**src/rtl/issue_ls.sv**
```systemverilog
// Load/store issue-and-execute stage: one memory op at a time,
// req/ack data-memory access, load results broadcast on the CDB.
module issue_ls #(
  parameter int TIMEOUT = 255,
  parameter int CNT_W   = 8
) (
  input  logic        clk,
  input  logic        reset,
  input  logic        issuels_opcode,
  input  logic [5:0]  issuels_rdtag,
  input  logic [31:0] issuels_addr,
  input  logic [31:0] issuels_data,
  input  logic        issuels_ready,
  output logic        issuels_done,
  output logic        dmem_req,
  output logic        dmem_we,
  output logic [31:0] dmem_addr,
  output logic [31:0] dmem_wdata,
  input  logic [31:0] dmem_rdata,
  input  logic        dmem_ack,
  output logic        cdb_req,
  input  logic        cdb_grant,
  output logic [5:0]  cdb_out_tag,
  output logic [31:0] cdb_out_data,
  output logic        ls_timeout
);

  typedef enum logic [1:0] {
    IDLE = 2'd0,
    MEM  = 2'd1,
    WB   = 2'd2
  } state_e;

  state_e             state_q, state_d;
  logic               op_q, op_d;
  logic [5:0]         tag_q, tag_d;
  logic [31:0]        addr_q, addr_d;
  logic [31:0]        data_q, data_d;
  logic [CNT_W-1:0]   cnt_q, cnt_d;
  logic               to_q, to_d;

  always_ff @(posedge clk) begin
    if (!reset) begin
      state_q <= IDLE;
      op_q    <= 1'b0;
      tag_q   <= '0;
      addr_q  <= '0;
      data_q  <= '0;
      cnt_q   <= '0;
      to_q    <= 1'b0;
    end else begin
      state_q <= state_d;
      op_q    <= op_d;
      tag_q   <= tag_d;
      addr_q  <= addr_d;
      data_q  <= data_d;
      cnt_q   <= cnt_d;
      to_q    <= to_d;
    end
  end

  always_comb begin
    state_d = state_q;
    op_d    = op_q;
    tag_d   = tag_q;
    addr_d  = addr_q;
    data_d  = data_q;
    cnt_d   = cnt_q;
    to_d    = to_q;
    unique case (state_q)
      IDLE: begin
        if (issuels_ready) begin
          op_d    = issuels_opcode;
          tag_d   = issuels_rdtag;
          addr_d  = issuels_addr;
          data_d  = issuels_data;
          cnt_d   = '0;
          state_d = MEM;
        end
      end
      MEM: begin
        // ack beats the timeout threshold in the same cycle
        if (dmem_ack) begin
          if (op_q) begin
            data_d  = dmem_rdata;
            state_d = WB;
          end else begin
            state_d = IDLE;
          end
        end else if (cnt_q == CNT_W'(TIMEOUT - 1)) begin
          to_d    = 1'b1;
          state_d = IDLE;
        end else begin
          cnt_d = cnt_q + 1'b1;
        end
      end
      WB: begin
        if (cdb_grant) state_d = IDLE;
      end
      default: state_d = IDLE;
    endcase
  end

  logic in_mem, in_wb;
  assign in_mem = (state_q == MEM);
  assign in_wb  = (state_q == WB);

  assign issuels_done = (state_q == IDLE);
  assign dmem_req     = in_mem;
  assign dmem_we      = in_mem & ~op_q;
  assign dmem_addr    = in_mem ? addr_q : '0;
  assign dmem_wdata   = in_mem ? data_q : '0;
  assign cdb_req      = in_wb;
  assign cdb_out_tag  = in_wb ? tag_q : '0;
  assign cdb_out_data = in_wb ? data_q : '0;
  assign ls_timeout   = to_q;

endmodule

```
**config.mk**
```make
export PLATFORM = sky130hd
export DESIGN_NAME = issue_ls
export DESIGN_NICKNAME = d
export VERILOG_FILES = /design/src/rtl/issue_ls.sv
export SDC_FILE = /design/constraint.sdc
export NUM_CORES = 1
export LEC_CHECK = 0
export ABC_AREA = 0
export CAP_MARGIN = 20
export CORE_ASPECT_RATIO = 1.5
export CORE_MARGIN = 2
export CORE_UTILIZATION = 40
export CTS_CLUSTER_SIZE = 20
export DETAILED_ROUTE_END_ITERATION = 10
export MAX_ROUTING_LAYER = met4
export PLACE_DENSITY = 0.83
export SETUP_SLACK_MARGIN = 0.3
export SYNTH_ARGS = -nofsm -noshare
export SYNTH_HDL_FRONTEND = slang
export SYNTH_SLANG_ARGS = --single-unit
```
**constraint.sdc**
```tcl
create_clock -name clk -period 2.7 [get_ports clk]
set_input_delay 0.675 -clock clk [delete_from_list [all_inputs] [get_ports clk]]
set_output_delay 0.675 -clock clk [all_outputs]
set_load 0.05 [all_outputs]
```
Word level (Yosys, flattened, before mapping)

Cells that the tools add are included.

Output and inout port bits: 107
Input port bits: 108
Register bits: 82
Word-level logic and storage cells: 46

Muxes and demuxes: 18
Reductions and logical operators: 7
Add/sub/neg operators: 1
Bitwise gates (word level): 3
Equality and inequality tests: 10

Operator list:

| kind                                                  | count |
|---|---|
| 2-to-1 mux 32 bit                                     | 6 |
| one-hot mux 32 bit (2 select lines)                   | 1 |
| 2-to-1 mux 8 bit                                      | 3 |
| one-hot mux 8 bit (2 select lines)                    | 1 |
| inequality test 2 bit, second input constant          | 6 |
| 2-to-1 mux 2 bit                                      | 5 |
| adder 8 x 1 -> 8 bit, second input constant           | 1 |
| == test 8 bit, second input constant                  | 1 |
| AND reduction 4 bit                                   | 2 |
| 2-to-1 mux 6 bit                                      | 1 |
| one-hot mux 2 bit (3 select lines)                    | 1 |
| AND reduction 3 bit                                   | 2 |
| inequality test 3 x 2 -> 1 bit, second input constant | 1 |
| == test 2 x 1 -> 1 bit, second input constant         | 1 |
| == test 2 bit, second input constant                  | 1 |
| logical NOT 2 bit                                     | 1 |
| NOT 1 bit                                             | 2 |
| AND reduction 2 bit                                   | 1 |
| nonzero test 2 bit                                    | 1 |
| bitwise AND 1 bit                                     | 1 |

Longest topological paths before layout

Depth in word-level cells: 4
Gate-level depth with buffers: 7
Depth with buffers taken out: 6

Least setup slack after synthesis

Ideal clock, no wire load.

Path type: flip-flop to output port
Start point: reg state_q[0]
End point: out dmem_wdata[22]
Required time: 2.025 ns
Setup slack: 0.085 ns
Stages on the path, launching flop included: 6
Buffers on the path: 2
Arrival time: 1.940 ns
Path through: dfxtp_1 > or2b_1 > inv_1 > buf_4 > clkbuf_1 > and2_1

Longest elaborated chain between the ends: 2

Ends and longest elaborated chain:

| what                     | RTL line | RTL |
|---|---|---|
| start: declaration       | 34       | `state_e state_q, state_d;` |
| start signal: assignment | 52       | `state_q <= state_d;` |
| == test 2 x 1 -> 1 bit   | 105      | `assign in_mem = (state_q == MEM);` |
| named net dmem_req       | 15       | `output logic dmem_req,` |
| 2-to-1 mux 32 bit        | 112      | `assign dmem_wdata = in_mem ? data_q : '0;` |
| end: declaration         | 18       | `output logic [31:0] dmem_wdata,` |

The timed path passes the listed nets, and every way through them passes these cells.

Worst setup path after layout

Start point: reg state_q[0]
End point: out dmem_addr[20]

Longest elaborated chain between the ends: 2

Ends and longest elaborated chain:

| what                   | RTL line | RTL |
|---|---|---|
| == test 2 x 1 -> 1 bit | 105      |  |
| 2-to-1 mux 32 bit      | 111      | `assign dmem_addr = in_mem ? addr_q : '0;` |
| end: declaration       | 17       | `output logic [31:0] dmem_addr,` |

Every way passes these cells.

==> flow_summary.json <==
{
  "die_w_um": 87.3,
  "synthXorXnorAreaFrac_pct": 0,
  "avgSynthCellArea_um2": 7.79,
  "layout-drive-gt1-share_pct": 19.5,
  "overflow": 0,
  "r2r-start": "state_q[0]$_SDFFE_PN0P_",
  "synth_ff_type": "dfxtp_1",
  "synth_compound_area_share_pct": 18.4,
  "clkSinkCount": 82,
  "period_needed_ns": 2.33,
  "via_count": 4369,
  "grt_pass1_vias": 4301,
  "hold_start": "addr_q[31]$_SDFFE_PN0P_",
  "worstPathArrival_ns": 1.65,
  "timing.fmax_ghz": 0.430,
  "synthToLayoutAreaGrowth_pct": 68.1,
  "root_buffer": "clkbuf_16",
  "grt_max_degree": 65,
  "slew_viol_final": 0,
  "reg2regPathDepth": 6,
  "ir_worst_vdd_mv": 0.437,
  "core_area_mm2": 0.0101,
  "max_stage_delay_ns": 0.37,
  "synthSimpleGateAreaFrac_pct": 36.7,
  "wl_per_cell_um": 15.6,
  "hpwlAfterDp_mm": 9.35,
  "p_per_area_mw_per_mm2": 454,
  "ys_seq_area_share_pct": 39.4,
  "fin_worst_skew_ns": 0.00694,
  "cp_cell_sequence": "or2b_4 -> inv_6 -> clkbuf_16 -> and2_1 -> buf_4",
  "critical_path.top_delay_family": "buffers and inverters",
  "start_util_pct": 41.1,
  "synth_cell_types": 36,
  "portBuffers": 214,
  "reg2reg_slack_ns": 0.93,
  "end_kind": "output port",
  "synth_nets": 644,
  "grt_pass1_wl_mm": 20.0,
  "startpoint": "state_q[0]$_SDFFE_PN0P_",
  "hold_viol": 0,
  "worst-path-buf-inv": 3,
  "crit_path_max_fanout": 19,
  "grt_antenna_before_repair": 0,
  "clock_path_buffers": 2,
  "fin_nets": 839,
  "tns_ns": 0,
  "tightestPinTransition_ns": 0.543,
  "slew_headroom_pct": 63.5,
  "crit_type": "flop to output port",
  "synth_area_leaders": "dfxtp_1 (39%), and2_1 (16%), nand2_1 (14%)",
  "slowest_stage": "dfxtp_2",
  "htreeDepth": 3,
  "tritoncts": "built",
  "cap_violations": 0,
  "dr.pass1.iters": 4,
  "clk_latency_ns": 0.33,
  "synth_fa_ha_area_share_pct": 0.601,
  "synthMuxAreaShare_pct": 0,
  "setup_viol": 0,
  "syn_area_mm2": 0.00416,
  "drt-total-wl_mm": 13.3,
  "ios": 215,
  "drc": 0,
  "min_path_type": "flop to flop",
  "p_leak_nw": 3.20,
  "rsz0062_at_grt": "no",
  "ys_ff_latch": 82,
  "start_kind": "flop",
  "outcome": "completed",
  "layout_common_cells": "nand2_1 (150), clkdlybuf4s50_1 (107), and2_1 (105)",
  "total_power_w": 0.00318,
  "num_rows": 45,
  "final_common_cell": "nand2_1",
  "cts.reportedPaths.clkPinSlew_ns": 0.06,
  "grt_use_total_pct": 22.5,
  "place_area_mm2": 0.00659,
  "finalCritPeriodShare_pct": 86.1,
  "ant_nets": 0,
  "fp.dieH_um": 129,
  "crit_cells": 5,
  "via_per_inst": 5.13,
  "yosysTopAreaCellShare_pct": 39.4,
  "cp.required_ns": 2.03,
  "synthArstFlopShare_pct": 0,
  "synth_edf_count": 0,
  "yosys_warnings": 0,
  "synth_top_family_by_area": "simple AND/OR/NAND/NOR gates",
  "finalInstanceArea_mm2": 0.00700,
  "cts_buffers": 9,
  "r2r-end": "data_q[4]$_SDFFE_PN0P_",
  "place_congestion": 0.828,
  "synth_cells": 534,
  "dieArea_mm2": 0.0113,
  "insertedDiodeCount": 0,
  "drt-initial-drc-count": 176,
  "cp-endpoint": "dmem_addr[20]",
  "yosysTopAreaCell": "dfxtp_1"
}
## area by class of cell
cell class	count	area [um^2]
Clock inverter	6	41.3
Multi-Input combinational cell	406	2320
Fill cell	804	3140
Inverter	3	16.3
Clock buffer	10	239
Sequential cell	82	1640
Timing Repair Buffer	227	2590
Tap cell	117	146
## routing by layer
| metal | routed length (um) | vias to the layer above | GRT usage, % |
|---|---|---|---|
| met5 | 0 | - | - |
| met4 | 233 | 0 | 6.88 |
| met3 | 651 | 18 | 3.46 |
| met2 | 7270 | 159 | 41.1 |
| met1 | 5100 | 2043 | 24.6 |
| li1 | - | 2149 | - |
## worst min-delay path by stage
stage	to	cells after the start	slack, ns
floorplan	addr_q[0]$_SDFFE_PN0P_	2	0.44
CTS	addr_q[14]$_SDFFE_PN0P_	2	0.46
detailed placement	addr_q[14]$_SDFFE_PN0P_	2	0.45
global route	addr_q[14]$_SDFFE_PN0P_	2	0.47
global placement	addr_q[8]$_SDFFE_PN0P_	2	0.44
finish	addr_q[31]$_SDFFE_PN0P_	2	0.46
## cells in the mapped netlist (3+ instances only)
| library cell | count |
|---|---|
| clkbuf_1 | 24 |
| nand3_1 | 38 |
| buf_1 | 4 |
| nand2_1 | 150 |
| and2_1 | 105 |
| buf_2 | 11 |
| a21boi_0 | 41 |
| dfxtp_1 | 82 |
| buf_4 | 4 |
| inv_1 | 3 |
| o211a_1 | 32 |
| o21ai_0 | 4 |
| and3_1 | 3 |
| nor2_1 | 6 |
## repair_timing
item,CTS,global route
resized for setup,2,12
setup buffers,0,0
cloned,0,3
hold buffers,0,0
pin swaps,0,0
setup endpoints to repair,68,103
## where the power goes
part           leakage [nW]  internal (W)  switching [W]
clock network         0.131      0.000648       0.000495
logic                  2.39      0.000327       0.000359
registers             0.675       0.00129      0.0000521
## kinds of logic (layout without fill, tap and decap cells)
family | count (synthesis) | in the layout
AOI/OAI and AO/OA | 91 | 91
adders and majority gates | 2 | 2
buffers and inverters | 46 | 246
DFF | 82 | 82
and+or+nand+nor | 313 | 313
## worst min-delay path, stage by stage, from the launching register on
cell	delay (ns)
dfxtp_1	0.30
nand2_1	0.04
a21boi_0	0.06
## through the flow
| stage | cells | hold WS, ns | util (%) | setup slack (ns) |
|---|---|---|---|---|
| after detailed placement | 832 | 0.452 | 65.0 | 0.292 |
| after global routing | 851 | 0.472 | 69.0 | 0.315 |
| after global placement | 832 | 0.444 | 65.0 | 0.413 |
| after floorplan | 534 | 0.439 | - | 0.377 |
| final | 851 | 0.457 | 69.0 | 0.375 |
| after CTS | 848 | 0.460 | 67.9 | 0.257 |
## state kept, by name, summed over array words and instances, names as in the netlist
register / cells
tag_q: 6
op_q: 1
data_q: 32
cnt_q: 8
state_q: 2
ls_timeout: 1
addr_q: 32
No activity file was read; power rests on OpenSTA's default activity.
